### config.mk
export PLATFORM = sky130hd
export DESIGN_NAME = gs_host_emulator
export DESIGN_NICKNAME = d
export VERILOG_FILES = /design/src/rtl/gs_host_emulator.sv
export SDC_FILE = /design/constraint.sdc
export NUM_CORES = 1
export LEC_CHECK = 0
export CAP_MARGIN = 5
export CORE_ASPECT_RATIO = 1.25
export CORE_UTILIZATION = 45
export CTS_CLUSTER_DIAMETER = 100
export DETAILED_ROUTE_END_ITERATION = 12
export MAX_ROUTING_LAYER = met4
export PLACE_DENSITY = 0.75
export SLEW_MARGIN = 10
export SYNTH_ARGS = -nofsm -noshare
export SYNTH_HDL_FRONTEND = slang
export SYNTH_SLANG_ARGS = --single-unit
### constraint.sdc
create_clock -name iClk -period 4.9 [get_ports iClk]
set_clock_uncertainty 0.05 [all_clocks]
set_input_delay 0.735 -clock iClk [delete_from_list [all_inputs] [get_ports iClk]]
set_output_delay 0.735 -clock iClk [all_outputs]
set_load 0.01 [all_outputs]
### src/rtl/gs_host_emulator.sv
// GS host emulator: issues one test command, then drains and checksums raw samples.
// Optional GS_HOST_BYTESWAP_EN byte-swaps each captured sample.
module gs_host_emulator #(
  parameter int TIMEOUT_CYCLES = 65535,
  parameter int FIFO_RD_LAT    = 1
) (
  input  logic        iClk,
  input  logic        iReset_n,
  input  logic        iStart,
  input  logic [31:0] i32Cmd,
  output logic        oCmdWrEn,
  output logic [31:0] o32CmdDin,
  input  logic        iCmdFull,
  output logic        oRawRdEn,
  input  logic [15:0] i16RawData,
  input  logic        iRawEmpty,
  output logic        oBusy,
  output logic        oDone,
  output logic        oTimeout,
  output logic [8:0]  o9Count,
  output logic [15:0] o16Checksum,
  output logic [15:0] o16LastSample
);

  typedef enum logic [2:0] {
    S_IDLE,
    S_ISSUE,
    S_WAIT,
    S_READ,
    S_DONE,
    S_ABORT
  } state_t;

  localparam logic [15:0] TO_MAX = 16'(TIMEOUT_CYCLES);
  localparam logic [1:0]  LAT    = 2'(FIFO_RD_LAT);

  state_t      state_q, state_n;
  logic [31:0] cmd_q, cmd_n;
  logic [8:0]  cnt_q, cnt_n;
  logic [15:0] csum_q, csum_n;
  logic [15:0] last_q, last_n;
  logic [15:0] to_q, to_n;
  logic [1:0]  lat_q, lat_n;
  logic        tout_q, tout_n;
  logic        wr_en, rd_en;
  logic [8:0]  target;
  logic [15:0] sample;

  // N of zero encodes a full 256-sample run
  assign target = (cmd_q[15:8] == 8'd0) ? 9'd256 : {1'b0, cmd_q[15:8]};

`ifdef GS_HOST_BYTESWAP_EN
  assign sample = {i16RawData[7:0], i16RawData[15:8]};
`else
  assign sample = i16RawData;
`endif

  always_comb begin
    state_n = state_q;
    cmd_n   = cmd_q;
    cnt_n   = cnt_q;
    csum_n  = csum_q;
    last_n  = last_q;
    to_n    = to_q;
    lat_n   = lat_q;
    tout_n  = tout_q;
    wr_en   = 1'b0;
    rd_en   = 1'b0;
    unique case (state_q)
      S_IDLE: begin
        if (iStart) begin
          cmd_n   = i32Cmd;
          cnt_n   = 9'd0;
          csum_n  = 16'd0;
          last_n  = 16'd0;
          tout_n  = 1'b0;
          to_n    = 16'd0;
          state_n = S_ISSUE;
        end
      end
      S_ISSUE: begin
        if (!iCmdFull) begin
          wr_en   = 1'b1;
          to_n    = 16'd0;
          state_n = S_WAIT;
        end
      end
      S_WAIT: begin
        if (!iRawEmpty) begin
          rd_en   = 1'b1;
          to_n    = 16'd0;
          lat_n   = 2'd1;
          state_n = S_READ;
        end else begin
          to_n = to_q + 16'd1;
          if (to_n == TO_MAX) begin
            tout_n  = 1'b1;
            state_n = S_ABORT;
          end
        end
      end
      S_READ: begin
        // data becomes valid LAT cycles after the strobe
        if (lat_q >= LAT) begin
          last_n  = sample;
          csum_n  = csum_q + sample;
          cnt_n   = cnt_q + 9'd1;
          state_n = (cnt_n == target) ? S_DONE : S_WAIT;
        end else begin
          lat_n = lat_q + 2'd1;
        end
      end
      S_DONE:  state_n = S_IDLE;
      S_ABORT: state_n = S_IDLE;
      default: state_n = S_IDLE;
    endcase
  end

  always_ff @(posedge iClk or negedge iReset_n) begin
    if (!iReset_n) begin
      state_q <= S_IDLE;
      cmd_q   <= 32'd0;
      cnt_q   <= 9'd0;
      csum_q  <= 16'd0;
      last_q  <= 16'd0;
      to_q    <= 16'd0;
      lat_q   <= 2'd0;
      tout_q  <= 1'b0;
    end else begin
      state_q <= state_n;
      cmd_q   <= cmd_n;
      cnt_q   <= cnt_n;
      csum_q  <= csum_n;
      last_q  <= last_n;
      to_q    <= to_n;
      lat_q   <= lat_n;
      tout_q  <= tout_n;
    end
  end

  assign oCmdWrEn      = wr_en;
  assign oRawRdEn      = rd_en;
  assign o32CmdDin     = cmd_q;
  assign oBusy         = (state_q == S_ISSUE) || (state_q == S_WAIT) ||
                         (state_q == S_READ);
  assign oDone         = (state_q == S_DONE);
  assign oTimeout      = tout_q;
  assign o9Count       = cnt_q;
  assign o16Checksum   = csum_q;
  assign o16LastSample = last_q;

endmodule

==> flow_summary.json, run 1 <==
{
  "synth_area_per_cell_um2": 10.5,
  "port_buffers": 130,
  "slowest_stage": "a41oi_1",
  "drtIter0Drc": 134,
  "slowest_delay_ns": 0.44,
  "rows": 42,
  "finalSetupViolCount": 0,
  "reg2reg_to": "o16Checksum[12]",
  "clock-sinks": 95,
  "die_w_um": 96.2,
  "synthAdderAreaFrac_pct": 5.17,
  "grt_pass1_vias": 4110,
  "ir_drop_mv": 0.320,
  "final_cell_area_mm2": 0.00674,
  "synth_seq_cells": 95,
  "initial_core_util_pct": 46.8,
  "vias": 4109,
  "yosys_warnings": 0,
  "grt_max_degree": 66,
  "synth_top_family_by_area": "compound AO/OA/AOI/OAI gates",
  "max_cap_viol_count": 0,
  "crit_type": "primary input to register",
  "cts_tree": "built",
  "finalWeightedCongestion": 0.915,
  "nets": 674,
  "ant_nets": 0,
  "finalMaxSlewViolations": 0,
  "synthCells": 477,
  "crit_buf_inv": 1,
  "gr-total-overflow": 0,
  "slew-limit-headroom_pct": 44.8,
  "worstMarginPinSlew_ns": 0.828,
  "final_layout_size_suffix_gt1_share_pct": 10.6,
  "min_period_ns": 3.15,
  "grt.total_usage_pct": 22.5,
  "min_to": "lat_q[0]",
  "hpwl_mm": 8.63,
  "ys_seq_area_share_pct": 47.7,
  "rsz0062_at_grt": "no",
  "hold_viol_final": 0,
  "synthesis.nets": 550,
  "p_leak_nw": 2.89,
  "grt_pass1_wl_mm": 19.7,
  "detail_route.wl_per_cell_um": 16.4,
  "h-tree-depth": 3,
  "r2r_start": "o16Checksum[0]",
  "antenna_found_initial": 0,
  "hold_depth": 1,
  "clock_path_buffers": 2,
  "synthFlopType": "dfrtp_1",
  "place_area_mm2": 0.00640,
  "post_cts_resized": 0,
  "io_pins": 131,
  "antenna_cells": 0,
  "synth_compound_area_share_pct": 16.1,
  "cp.arrival_ns": 3.32,
  "reg2regPathDepth": 9,
  "min_path_type": "register to register",
  "crit_family": "compound AO/OA/AOI/OAI gates",
  "period_share_pct": 64.4,
  "core_area_mm2": 0.0107,
  "cts_root_buf": "clkbuf_16",
  "area_growth_pct": 35.0,
  "synth_cell_type_count": 51,
  "drc_errors": 0,
  "path_cells": "clkdlybuf4s50_1 -> ha_1 -> fa_1 -> a211oi_1 -> o211ai_1 -> a41oi_1 -> a21oi_1 -> nor2_1 -> xor2_1 -> o21ai_0",
  "cts.clk_slew.worst_paths_ns": 0.07,
  "synth_xor_area_share_pct": 5.97,
  "end_kind": "register",
  "insertion_delay_ns": 0.34,
  "path_max_fanout": 3,
  "die_h_um": 120,
  "syn_area_mm2": 0.00499,
  "start_kind": "primary input",
  "layout.cells.most_common": "clkdlybuf4s50_1",
  "layout_common_cells": "clkdlybuf4s50_1 (129), dfrtp_1 (95), nand2_1 (57), o21ai_0 (49), mux2_2 (32)",
  "synth_edf_count": 0,
  "critPathRequiredTime_ns": 5.06,
  "outcome": "finished clean",
  "cts_setup_buffers": 0,
  "routed_wl_mm": 12.1,
  "cts_hold_buf": 0,
  "vias_per_cell": 5.57,
  "die_area_mm2": 0.0115,
  "cts_inserted_buffers": 9,
  "hp-start": "lat_q[0]",
  "power_density_mw_per_mm2": 605,
  "fmax_ghz": 0.317,
  "reg2reg_setup_slack_ns": 2.20,
  "muxShareOfSynthArea_pct": 7.62,
  "drt_first_pass_iters": 4,
  "synthSimpleGateAreaFrac_pct": 14.9,
  "tns_ns": 0,
  "async_flop_share_pct": 100
}
## power breakdown
group          total [W]  internal (W)  switching, W
clock           0.000770      0.000474      0.000296
sequential       0.00133       0.00108      0.000249
combinational    0.00198       0.00105      0.000927
## cell usage after synthesis (7+ instances only)
master	n	share of area (%)
nor3_1	10	1.0
and3_1	8	1.0
ha_1	19	4.8
mux2_2	32	7.2
xor2_1	18	3.2
nand2_1	57	4.3
a22o_1	23	4.0
xnor2_1	16	2.8
a21oi_1	15	1.5
o31ai_1	8	1.2
o21ai_0	49	4.9
dfrtp_1	95	48
clkbuf_1	19	1.4
nand3_1	12	1.2
inv_1	12	0.90
nand4_1	7	0.88
nor2_1	18	1.4
## sequential cells by signal (all words and copies together), names as in the netlist
signal         count
lat_q              2
o16Checksum       16
o16LastSample     16
o32CmdDin         32
o9Count            9
oTimeout           1
state_q            3
to_q              16
## worst max-delay path by stage
stage / start / to / slack, ns / depth (start not counted)
floorplan: i16RawData[0] / o16Checksum[14] / 2.24 / 8
finish: i16RawData[0] / o16Checksum[12] / 1.75 / 10
global placement: i16RawData[0] / o16Checksum[12] / 1.53 / 10
detailed placement: i16RawData[0] / o16Checksum[12] / 1.47 / 10
global route: i16RawData[0] / o16Checksum[12] / 1.54 / 10
CTS: i16RawData[0] / o16Checksum[12] / 1.76 / 10
## through the flow
step | utilization [%] | worst slack, ns | hold slack (ns) | instances | total power, W
floorplan | - | 2.24 | 0.389 | 477 | 0.00244
global placement | 60.0 | 1.53 | 0.409 | 722 | 0.00326
detailed placement | 60.0 | 1.47 | 0.421 | 722 | 0.00332
CTS | 63.1 | 1.76 | 0.430 | 738 | 0.00411
global route | 63.1 | 1.54 | 0.457 | 738 | 0.00434
finish | 63.1 | 1.75 | 0.426 | 738 | 0.00408
## area by class of cell
cell class	count	area, um2
clock buffers	11	253
clock inverters	5	80.1
fillers	863	3930
inverters	12	45.0
multi-input cells	349	2490
flip-flops and latches	95	2380
well taps	132	165
repair buffers	134	1330
## metal layers
metal / wire, um / GRT usage, % / up-vias
met3: 476 / 2.72 / 18
met4: 215 / 8.40 / 0
li1: - / - / 1977
met1: 5010 / 26.7 / 2023
met2: 6370 / 38.6 / 91
met5: 0 / - / -
## cells by family after synthesis
group / after synthesis
and+or+nand+nor: 139
AOI/OAI and AO/OA: 122
DFF: 95
xor gates and xnor gates: 34
muxes: 34
buffers and inverters: 33
adders and majority gates: 20
Power figures use the tool's default switching activity.
==> inputs of run 2 (changes only) <==
==> constraint.sdc (replaced) <==
create_clock -name iClk -period 3.2 [get_ports iClk]
set_clock_uncertainty 0.05 [all_clocks]
set_input_delay 0.48 -clock iClk [delete_from_list [all_inputs] [get_ports iClk]]
set_output_delay 0.48 -clock iClk [all_outputs]
set_load 0.01 [all_outputs]
==> run 2 against run 1 <==
Worst hold slack worse by 0.25 ns. Die area did not move. Final area about the same. Core utilization about the same. Worst setup slack lost 1.4 ns. Global-route usage grew 0.20 points. Non-clock buffer count increased by 1. Sequential power is 53% higher. Combinational power rose by 54%. Flip-flop and latch count is the same. Highest routed layer unchanged. Largest power group unchanged. First-iteration DRC count grew 22%. Sequential share of layout area hardly changed.
==> flow_summary.json, run 2 (synthesized netlist as in run 1, its figures left out) <==
{
  "final_layout_size_suffix_gt1_share_pct": 10.5,
  "power.switching_w": 0.00225,
  "io_pins": 131,
  "start_kind": "primary input",
  "die_h_um": 120,
  "grt_pass1_vias": 4304,
  "route.met3.wl_um": 535,
  "drc_errors": 0,
  "drtIter0Drc": 164,
  "hpwl_mm": 8.88,
  "core_area_mm2": 0.0107,
  "detail_route.wl_per_cell_um": 16.3,
  "instances_no_fill": 739,
  "cts_inserted_buffers": 9,
  "vias": 4138,
  "area_growth_pct": 35.1,
  "worst_slack_ns": 0.391,
  "hold_viol_final": 0,
  "final_cell_area_mm2": 0.00674,
  "cts_tree": "built",
  "path_max_fanout": 3,
  "outcome": "finished clean",
  "grt_max_degree": 65,
  "layout_common_cells": "clkdlybuf4s50_1 (129), dfrtp_1 (95), nand2_1 (57), o21ai_0 (49), mux2_2 (32)",
  "insertion_delay_ns": 0.34,
  "antenna_cells": 0,
  "layout.cells.most_common": "clkdlybuf4s50_1",
  "rsz0062_at_grt": "no",
  "placed_cells": 723,
  "ant_nets": 0,
  "finalWeightedCongestion": 0.909,
  "utilization_pct": 63.2,
  "p_int_w": 0.00395,
  "initial_core_util_pct": 46.8,
  "clock-sinks": 95,
  "power_density_mw_per_mm2": 921,
  "highest-signal-layer": "met4",
  "wl_met1_mm": 4.96,
  "clock_path_buffers": 2,
  "gr-total-overflow": 0,
  "nets": 675,
  "sw_frac_of_total_pct": 36.3,
  "post_cts_resized": 0,
  "reg2regPathDepth": 9,
  "p_leak_nw": 2.89,
  "reg2reg_setup_slack_ns": 0.58,
  "cp.arrival_ns": 2.97,
  "grt_pass1_wl_mm": 19.9,
  "seq_power_share_pct": 32.7,
  "r2r_start": "o16Checksum[0]",
  "drt_first_pass_iters": 4,
  "min_period_ns": 2.81,
  "finalMaxSlewViolations": 0,
  "cts_setup_buffers": 0,
  "worstMarginPinSlew_ns": 0.832,
  "max_cap_viol_count": 0,
  "slew-limit-headroom_pct": 44.5,
  "period_share_pct": 87.8,
  "die_area_mm2": 0.0115,
  "h-tree-depth": 3,
  "end_kind": "register",
  "ir_drop_mv": 0.419,
  "die_w_um": 96.2,
  "cts_root_buf": "clkbuf_16",
  "clkPwrFrac_pct": 18.3,
  "crit_type": "primary input to register",
  "min_path_type": "primary input to asynchronous set/reset pin",
  "reg2reg_to": "o16Checksum[12]",
  "port_buffers": 130,
  "vias_per_cell": 5.60,
  "tns_ns": 0,
  "fmax_ghz": 0.356,
  "comb_power_share_pct": 49.0,
  "place_area_mm2": 0.00642,
  "cts.clk_slew.worst_paths_ns": 0.07,
  "dr_wl_met2_mm": 6.32,
  "finalSetupViolCount": 0,
  "largest_reg_flops": 32,
  "antenna_found_initial": 0,
  "critPathRequiredTime_ns": 3.36,
  "cts_hold_buf": 0,
  "grt.total_usage_pct": 22.7,
  "dpl_worst_slack_ns": 0.0506,
  "routed_wl_mm": 12.1,
  "rows": 42
}
run 2: changes by cell type in the layout (fill, tap and decap cells not counted):
cell      before  now
clkbuf_1       0    1
clkinv_2       1    2
buf_12         0    1
clkbuf_8       2    0
run 2: worst max path at each step:
stage,from,end,slack [ns],cells past startpoint
5_1_grt,i16RawData[0],o16Checksum[12],0.25,10
3_5_place_dp,i16RawData[0],o16Checksum[12],0.05,10
4_1_cts,i16RawData[0],o16Checksum[12],0.41,10
3_3_place_gp,i16RawData[0],o16Checksum[12],0.09,10
2_1_floorplan,i16RawData[0],o16Checksum[14],0.80,8
6_report,i16RawData[0],o16Checksum[12],0.39,10
run 2: power groups by stage:
stage               clock, W  combinational [W]  sequential, W
finish               0.00114            0.00304        0.00203
global route         0.00121            0.00333        0.00210
CTS                  0.00116            0.00307        0.00203
detailed placement         0            0.00306        0.00205
global placement           0            0.00297        0.00203
floorplan                  0            0.00158        0.00216
run 2: area by class of cell:
| type | instances | area, um2 |
|---|---|---|
| inverter | 12 | 45.0 |
| clock inverter | 6 | 85.1 |
| timing repair buffer | 135 | 1350 |
| tap | 132 | 165 |
| fill | 849 | 3930 |
| clock buffer | 10 | 229 |
| sequential | 95 | 2380 |
| multi-input combinational | 349 | 2490 |
run 2: layer usage:
| layer | vias to the layer above | track usage (%) |
|---|---|---|
| met5 | - | - |
| met4 | 0 | 7.93 |
| met3 | 25 | 4.12 |
| met2 | 108 | 39.1 |
| met1 | 2022 | 26.2 |
| li1 | 1983 | - |
run 2: stage by stage:
step | power, W | hold slack (ns)
2_1_floorplan | 0.00374 | 0.134
3_3_place_gp | 0.00500 | 0.408
3_5_place_dp | 0.00511 | 0.430
4_1_cts | 0.00627 | 0.212
5_1_grt | 0.00664 | 0.236
6_report | 0.00621 | 0.179
run 2: critical path, cell delays in order:
cell	delay, ns
clkdlybuf4s50_1	0.43
ha_1	0.24
fa_1	0.43
a211oi_1	0.34
o211ai_1	0.21
a41oi_1	0.37
a21oi_1	0.12
nor2_1	0.12
xor2_1	0.14
o21ai_0	0.08
